[src/rtl/alu_share_ctrl.sv]
// alu_share_ctrl: round-robin arbiter sharing one small ALU between two requesters
module alu_share_ctrl (
  input  logic       clk,
  input  logic       rst,
  input  logic       req0_valid,
  input  logic [1:0] req0_sel,
  input  logic [2:0] req0_a,
  input  logic [2:0] req0_b,
  output logic       req0_ready,
  output logic       rsp0_valid,
  output logic [5:0] rsp0_data,
  input  logic       rsp0_ack,
  input  logic       req1_valid,
  input  logic [1:0] req1_sel,
  input  logic [2:0] req1_a,
  input  logic [2:0] req1_b,
  output logic       req1_ready,
  output logic       rsp1_valid,
  output logic [5:0] rsp1_data,
  input  logic       rsp1_ack,
  output logic       busy,
  output logic [7:0] op_count
);
  typedef enum logic [1:0] {IDLE, EXEC, RESP} state_t;
  state_t state_q, state_d;
  logic ptr_q, ptr_d, gnt_q, gnt_d;
  logic [1:0] sel_q, sel_d;
  logic [2:0] a_q, a_d, b_q, b_d;
  logic [5:0] res_q, res_d;
  logic [7:0] cnt_q, cnt_d;
  logic g0, g1, ack;
  always_comb begin
    g0 = req0_valid && (!req1_valid || !ptr_q);
    g1 = req1_valid && (!req0_valid || ptr_q);
    ack = gnt_q ? rsp1_ack : rsp0_ack;
    state_d = state_q;
    ptr_d = ptr_q;
    gnt_d = gnt_q;
    sel_d = sel_q;
    a_d = a_q;
    b_d = b_q;
    res_d = res_q;
    cnt_d = cnt_q;
    case (state_q)
      IDLE: if (g0 || g1) begin
        state_d = EXEC;
        gnt_d = g1;
        sel_d = g1 ? req1_sel : req0_sel;
        a_d = g1 ? req1_a : req0_a;
        b_d = g1 ? req1_b : req0_b;
      end
      EXEC: begin
        state_d = RESP;
        res_d = sel_q == 2'b00 ? {3'b000, a_q & b_q} :
                sel_q == 2'b01 ? {3'b000, a_q} * {3'b000, b_q} :
                sel_q == 2'b10 ? {3'b000, ~(a_q & b_q)} :
                                 {3'b000, a_q ^ b_q};
      end
      RESP: if (ack) begin
        state_d = IDLE;
        ptr_d = !gnt_q;
        cnt_d = cnt_q + 8'd1;
      end
      default: state_d = IDLE;
    endcase
    req0_ready = state_q == IDLE && !rst && g0;
    req1_ready = state_q == IDLE && !rst && g1;
    rsp0_valid = state_q == RESP && !gnt_q;
    rsp1_valid = state_q == RESP && gnt_q;
    rsp0_data = rsp0_valid ? res_q : 6'd0;
    rsp1_data = rsp1_valid ? res_q : 6'd0;
    busy = state_q != IDLE;
    op_count = cnt_q;
  end
  always_ff @(posedge clk) begin
    if (rst) begin
      state_q <= IDLE;
      ptr_q <= 1'b0;
      gnt_q <= 1'b0;
      sel_q <= 2'd0;
      a_q <= 3'd0;
      b_q <= 3'd0;
      res_q <= 6'd0;
      cnt_q <= 8'd0;
    end else begin
      state_q <= state_d;
      ptr_q <= ptr_d;
      gnt_q <= gnt_d;
      sel_q <= sel_d;
      a_q <= a_d;
      b_q <= b_d;
      res_q <= res_d;
      cnt_q <= cnt_d;
    end
  end
endmodule

[config.mk]
export PLATFORM = sky130hd
export DESIGN_NAME = alu_share_ctrl
export DESIGN_NICKNAME = d
export VERILOG_FILES = /design/src/rtl/alu_share_ctrl.sv
export SDC_FILE = /design/constraint.sdc
export NUM_CORES = 1
export LEC_CHECK = 0
export CORE_UTILIZATION = 50
export CTS_CLUSTER_SIZE = 14
export DETAILED_ROUTE_END_ITERATION = 7
export PLACE_DENSITY = 0.89
export SYNTH_ARGS = -nofsm -noshare
export SYNTH_HDL_FRONTEND = slang
export SYNTH_SLANG_ARGS = --single-unit
[constraint.sdc]
create_clock -name clk -period 4.8 [get_ports clk]
set_clock_uncertainty 0.1 [all_clocks]
set_input_delay 0.96 -clock clk [delete_from_list [all_inputs] [get_ports clk]]
set_output_delay 0.96 -clock clk [all_outputs]
set_load 0.005 [all_outputs]
After elaboration in Yosys (flattened, before gate mapping)
Index checks and enable logic that the tools add are counted.
{ "classes": {"reduce_logical": 21, "bitwise": 3, "n_eq_ne": 6, "add_sub_neg": 1, "mux": 12, "n_mul": 1} }
{ "ops": {"columns": ["op", "count"], "rows": [
  ["6-bit 2-to-1 mux", 4],
  ["3-bit 2-to-1 mux", 3],
  ["8-bit by 1-bit adder with 8-bit output, second input constant", 1],
  ["1-bit logical AND", 7],
  ["3-bit by 3-bit multiplier with 6-bit output", 1],
  ["2-bit 2-to-1 mux", 3],
  ["2-bit case mux with 3 select lines", 1],
  ["2-bit AND reduction", 3],
  ["1-bit zero test", 5],
  ["2-bit by 1-bit equality test with 1-bit output, second input constant", 2],
  ["2-bit equality test, second input constant", 2],
  ["2-bit zero test", 2],
  ["2-bit != test, second input constant", 2],
  ["3-bit bitwise AND", 1],
  ["1-bit logical OR", 3],
  ["3-bit NOT", 1],
  ["3-bit bitwise XOR", 1],
  ["2-bit nonzero test", 1],
  ["1-bit 2-to-1 mux", 1]
]} }
{ "totals": {"output_inout_bits": 25, "ff_bits": 26, "input_bits": 22, "wordCells": 52} }

Logic depth before layout (Yosys ltp)
{ "logic_depth": {"ltp_word": 6, "mapped_depth": 8, "ltp_nobuf": 8} }

Worst setup path before layout
No wires, ideal clock.
{ "synth_timing": {"kind": "input to output", "startpoint": "input req1_valid", "endpoint": "output req0_ready", "arrival_ns": 1.628, "slack_ns": 2.112, "n_path_buf": 1, "path_stages": 2, "required_ns": 3.740, "cell_sequence": "clkbuf_1 a2111oi_0"} }
{ "synth_via": {"elab_chain_len": 4} }
{ "synth_lines": {"columns": ["item", "line_no", "rtl"], "rows": [
  ["start: declaration", "13", "input logic req1_valid,"],
  ["1-bit zero test", "33", "g0 = req0_valid && (!req1_valid || !ptr_q);"],
  ["1-bit logical OR", "33", null],
  ["1-bit logical AND", "33", null],
  ["1-bit logical AND", "66", "req0_ready = state_q == IDLE && !rst && g0;"],
  ["end: declaration", "9", "output logic req0_ready,"]
]} }
No other way between the ends.

Worst setup path in the final report
{ "layout_timing": {"startpoint": "input req1_valid", "endpoint": "output req1_ready"} }
{ "layout_via": {"elab_chain_len": 2} }
{ "layout_lines": {"columns": ["item", "line_no", "rtl"], "rows": [
  ["1-bit logical AND", "34", "g1 = req1_valid && (!req0_valid || ptr_q);"],
  ["1-bit logical AND", "67", "req1_ready = state_q == IDLE && !rst && g1;"],
  ["end: declaration", "17", "output logic req1_ready,"]
]} }
No other way between the ends.

==> results.md <==
- Mean number of vias per cell: 5.72
- Routed Antenna Nets: 0
- Number of global-route vias before repair: 1319
- Worst VDD drop: 0.000130 V
- Final Hold Fails: 0
- CP delay by family, top: buffers and inverters
- Comb pwr share: 20.5%
- Num CTS Buffers: 3
- Initial antenna violation count: 0
- Number of synthesized flops with an enable pin: 0
- Commonest cells after routing, fill and taps aside: clkdlybuf4s50_1 (46), dfxtp_1 (26), a21oi_1 (19)
- Startpoint Class: input pin
- CTS H-tree depth: 1
- Largest stage delay, worst path: 0.66 ns
- Core Region: 3050 µm²
- Clock latency on the worst-skew pair: 0.33 ns
- Power Dens Cells: 233 nW/µm²
- Synth Register Bits: 26
- Worst slew pin tran: 0.931 ns
- Placer congestion estimate: 0.867
- Largest net degree at the start of global routing: 31
- Cell area after synthesis: 1620 µm²
- Fmax: 265 MHz
- MaxCap Viol Count: 0
- Hold Path Class: flip-flop to flip-flop
- Internal power: 366 µW
- DR iter-0 viols: 60
- Nets: 262
- Area grow syn2layout: 32.8%
- First-pass GRT wire length: 5740 µm
- Tmin final: 3.77 ns
- Status: complete, no violations
- Diode count: 0
- Largest family of logic cells by synthesized area: compound AO/OA/AOI/OAI gates
- WL/cell: 13.3 µm
- Die ar.: 3470 µm²
- Rel. slew slack: 36.2%
- Starting Density: 53.0%
- Leakage: 0.000821 µW
- Distinct cells, synth: 46
- Die width: 58.9 µm
- Synth Area in Simple Gates: 23.4%
- Critical Path AT: 2.71 ns
- Share of cells above drive strength 1: 6.61%
- Syn Area/Cell: 8.70 µm²
- Sink Count: 26
- Post-CTS resize count: 0
- Syn_nets: 220
- Post-CTS setup buffers: 0
- Most common flop cell mapped by yosys: dfxtp_1
- Total congestion overflow: 0
- Req. time, crit path: 3.74 ns
- Fin crit share: 78.5%
- Finished Core Util: 70.4%
- Placed Cells: 267
- Cell mode on critical path: clkdlybuf4s50_1
- Post-synthesis mux area share: 3.40%
- Switching Fraction: 26.7%
- Row count: 20
- Adder-cell share of the synthesized area: 9.74%
- CP Class: input pin to primary output
- Post-cts hold buffer count: 0
- Die Y: 58.9 µm
- I/O pin cnt: 47
- Seq/Total Area, Yosys: 32.1%
- Clk pwr share: 30.2%
- Compound-cell area share of the yosys netlist: 26.0%
- Worst path slowest cell: clkdlybuf4s50_1
- Ys async rst share: 0%
- IO buf count: 46
- Buffers & Inverters on Critical Path: 3
- Via Count: 1550
- Flop pwr share: 49.3%
- Slew Limit Fails: 0
- Post-synthesis xor/xnor area fraction: 1.08%
- Synth warnings: 0
- Final wirelength: 3610 µm
- Final setup viols: 0
- Unrepaired setup endpoints after global routing: false
- Reg clk slew, reported paths: 0.15 ns
- Non-filler cells, final: 271
- Crit-path cells: clkdlybuf4s50_1 -> inv_1 -> nor4_1 -> clkdlybuf4s50_1
- CTS root buf: clkbuf_4
- Commonest non-fill, non-tap cell in the layout: clkdlybuf4s50_1
- TNS Setup: 0 ns
- Worst setup EP type: primary output
- 1st-pass router iterations: 4
- Largest buffer count on any clock path: 2
- Residual DRC: 0
- CTS tree: done
- Gate count after technology mapping: 186
- Post-DP HPWL: 2820 µm
- Global Route Usage Sum: 21.6%
- Max FO, Critical Path: 12
- Net Sw Power: 134 µW
[cell usage after synthesis (3+ instances only)]
cell	count	area [µm²]
nand2b_1	3	18.8
nand2_1	4	15.0
ha_1	11	138
a21oi_1	19	95.1
nand3_1	4	20.0
nor2b_1	7	43.8
clkbuf_1	7	26.3
and2_1	17	106
o211ai_1	8	60.1
inv_1	5	18.8
o21ai_0	13	65.1
or4_1	4	30.0
dfxtp_1	26	521
nor2_1	10	37.5
a311oi_1	9	78.8
o31ai_1	4	30.0
[area by class of cell]
type / count / area [µm²]
clock inverters: 1 / 30.0
multi-input cells: 144 / 1030
well taps: 44 / 55.1
inverters: 6 / 22.5
fillers: 259 / 903
repair buffers: 47 / 468
flip-flops and latches: 26 / 520
clock buffers: 3 / 22.5
[through the flow]
| step | cell area, µm² | setup WS (ns) | hold slack [ns] | total power, µW |
|---|---|---|---|---|
| after floorplan | 1620 | 2.11 | 0.336 | 312 |
| after global placement | 2100 | 1.05 | 0.352 | 350 |
| after detailed placement | 2100 | 1.06 | 0.363 | 353 |
| after CTS | 2150 | 1.03 | 0.381 | 504 |
| after global routing | 2150 | 0.948 | 0.423 | 524 |
| final | 2150 | 1.03 | 0.383 | 500 |
[path summary, 6_finish.rpt]
path / from / endpoint / slack, ns / depth (start not counted)
setup / recovery: req1_valid / req1_ready / 1.03 / 4
hold / removal: res_q[0]$_SDFFE_PP0N_ / res_q[0]$_SDFFE_PP0N_ / 0.38 / 2
setup reg to reg: a_q[1]$_SDFFE_PP0P_ / res_q[4]$_SDFFE_PP0N_ / 2.60 / 8
hold reg to reg: res_q[0]$_SDFFE_PP0N_ / res_q[0]$_SDFFE_PP0N_ / 0.38 / 2
[cell families after synthesis]
| family | count (synthesis) |
|---|---|
| flops | 26 |
| simple gates | 62 |
| fa+ha+maj | 12 |
| compound gates | 64 |
| xor+xnor | 2 |
| mux | 4 |
| buf+inv | 16 |
[state kept, by name, summed over array words and instances, names as in the netlist]
signal and cells:
op_count 8, res_q 6, a_q 3, b_q 3, sel_q 2, state_q 2
gnt_q 1, ptr_q 1
[layer usage]
layer | GRT usage, % | share of wire (%) | wire length, µm
met5 | 0 | 0 | 0
met4 | 8.50 | 1.6 | 56
met3 | 2.64 | 4.0 | 146
met2 | 35.7 | 47 | 1710
met1 | 28.8 | 47 | 1700
[worst reg2reg max path, delay by kind of cell, from the launching register on]
kind / cells / cell delay [ns]
DFF: 1 / 0.38
AOI/OAI and AO/OA: 1 / 0.17
xor gates and xnor gates: 2 / 0.30
adders and majority gates: 4 / 1.13
and+or+nand+nor: 1 / 0.06
[power groups by stage]
| stage | Combinational (µW) | Sequential [µW] | Clock (µW) |
|---|---|---|---|
| floorplan | 66.3 | 245 | 0 |
| global placement | 99.9 | 250 | 0 |
| detailed placement | 101 | 251 | 0 |
| CTS | 102 | 247 | 155 |
| global route | 112 | 249 | 163 |
| finish | 102 | 247 | 151 |
Note: power is estimated with default switching activity, not from simulation.
==> edit (config.mk and constraints unchanged) <==
Encoding of `state_t`: now one-hot (3 bits for 3 states).
--- a/src/rtl/alu_share_ctrl.sv
+++ b/src/rtl/alu_share_ctrl.sv
@@ -21,7 +21,7 @@
   output logic       busy,
   output logic [7:0] op_count
 );
-  typedef enum logic [1:0] {IDLE, EXEC, RESP} state_t;
+  typedef enum logic [2:0] {IDLE = 3'b001, EXEC = 3'b010, RESP = 3'b100} state_t;
   state_t state_q, state_d;
   logic ptr_q, ptr_d, gnt_q, gnt_d;
   logic [1:0] sel_q, sel_d;
Formal check against the unedited RTL: same outputs for any inputs over 10 cycles, from zero or initial values and one cycle with rst high; not proved beyond that.
==> edit against the unedited design <==
- sequential cell count is 1 higher
- synthesized area up 4.9%
- count of clock-buffer cells in the layout unchanged
- highest routed layer unchanged
- critical endpoint unchanged
- wire length grew 3.8%
- die area increased by 4.8%
- setup slack worse by 1.1 ps
- power down 5.7%
- synthesized cell count increased by 6.5%
- final area rose by 2.7%
- combinational power grew 5%
==> edit: results (changes against the unedited design) <==
vias per cell 5.772 (+0.92%); Tot GR Track Use 0.2212 (+0.004781); Area contributors post-synth dfxtp_1, ha_1, a21oi_1; CP max-delay cell clkdlybuf4s50_1; core box area 3128 sq um (+2.5%); first-pass detailed-route iteration total 4 (unchanged); status finished, final reports clean; CTS max path bufs 2 (unchanged); crit-path leading delay family buffers and inverters; Mapped Nets 232 (+5.5%); routability congestion estimate 0.9170 (+5.8%); post_cts resized 0 (unchanged); first-pass GRT wire length 6203 um (+8.1%); static leakage power 0.8661 nW (+5.5%); Root Driver clkbuf_4; input/output buffers 46 (unchanged); fin nets 272 (+3.8%); Post-synth EDFFs 0 (unchanged); DR WL/cell 13.32 um (about the same); unique cell type count in the Yosys netlist 45 (-2.2%); antenna violations before repair 0 (unchanged); Post-Synthesis Cells 198 (+6.5%); n_diodes 0 (unchanged); Finished Layout Cells 281 (+3.7%); postcts setup bufs 0 (unchanged); CTS Buf Count 3 (unchanged); largest net degree at the start of global routing 34 (+9.7%); clock-pin slew on the worst setup and hold paths approximately 160 ps; Worst EP arrival 2710 ps (about the same); dpl ws 1050 ps (-6.710 ps); Worst Hold Class flop to flop; VDD IR-drop max 0.1322 mV (+1.8%); Starting DRT DRC Count 40 (-33%); hpwl dp 2905 um (+3.2%); Largest register FFs 8 (unchanged); layout cells sized above 1 0.06329 (-0.002788); number of global-route vias before repair 1442 (+9.3%); Ys Warns 0 (unchanged); Async SR Flop Fraction 0 (unchanged); CP peak stage delay 680 ps (+20 ps); sequential share of the synthesized area 0.3181 (-0.003369); H-tree levels 1 (unchanged); Synth top cells by count dfxtp_1, a21oi_1, and3_1, o21ai_0; Skew-Pair Late Insertion Delay 330 ps (about the same); CP max FO 12 (unchanged); Worst-Margin Slew 637.7 ps (-293.0 ps)
edit: where the power goes:
part           leakage (nW)  switching, mW  internal [mW]
sequential            0.220         0.0218          0.239
clock                0.0139         0.0720         0.0319
combinational         0.632         0.0523         0.0552
total                 0.866          0.146          0.326
edit: per-stage QoR:
stage / total power [mW] / instance area, sq um / hold WS (ps)
floorplan: 0.3291 / 1699 / 335.9
global placement: 0.3686 / 2178 / 344.8
detailed placement: 0.3726 / 2178 / 351.8
CTS: 0.4710 / 2208 / 370.1
global route: 0.4981 / 2208 / 394.3
finish: 0.4718 / 2208 / 369.4
edit: logic make-up (layout without fill, tap and decap cells):
group / Yosys count / in the layout / share of synthesized area
and+or+nand+nor: 73 / 73 / 0.2577
adders and majority gates: 12 / 12 / 0.09278
muxes: 7 / 7 / 0.05228
xor gates and xnor gates: 2 / 2 / 0.01031
buffers and inverters: 18 / 57 / 0.04123
DFF: 27 / 27 / 0.3181
AOI/OAI and AO/OA: 59 / 59 / 0.2276
edit: worst paths after layout:
check | from | end | slack (ps) | cells past startpoint
worst max-delay path | req1_valid | req1_ready | 1030 | 4
worst min-delay path | res_q[4] | res_q[4] | 370 | 2
worst max register to register | b_q[1] | res_q[4] | 2420 | 8
worst min register to register | res_q[4] | res_q[4] | 370 | 2
edit: cell type report:
cell class	count	area, sq um
Tap cell	44	55.05
Inverter	5	18.77
Fill cell	256	919.6
Multi-Input combinational cell	153	1089
Timing Repair Buffer	48	475.5
Clock buffer	3	22.52
Sequential cell	27	540.5
Clock inverter	1	7.507
edit: worst register-to-register path, stage by stage, from the launching register on:
cell,delay [ps]
dfxtp_1,460
ha_1,220
xnor2_1,120
ha_1,250
ha_1,230
fa_1,390
xnor2_1,130
or3_1,310
a21oi_1,140
edit: metal layers:
layer / vias up / part of all wire / GRT usage
li1: 827 / - / -
met1: 750 / 0.49 / 0.2891
met2: 43 / 0.47 / 0.3673
met3: 2 / 0.036 / 0.03030
met4: 0 / 0.0072 / 0.07973
met5: - / 0 / 0
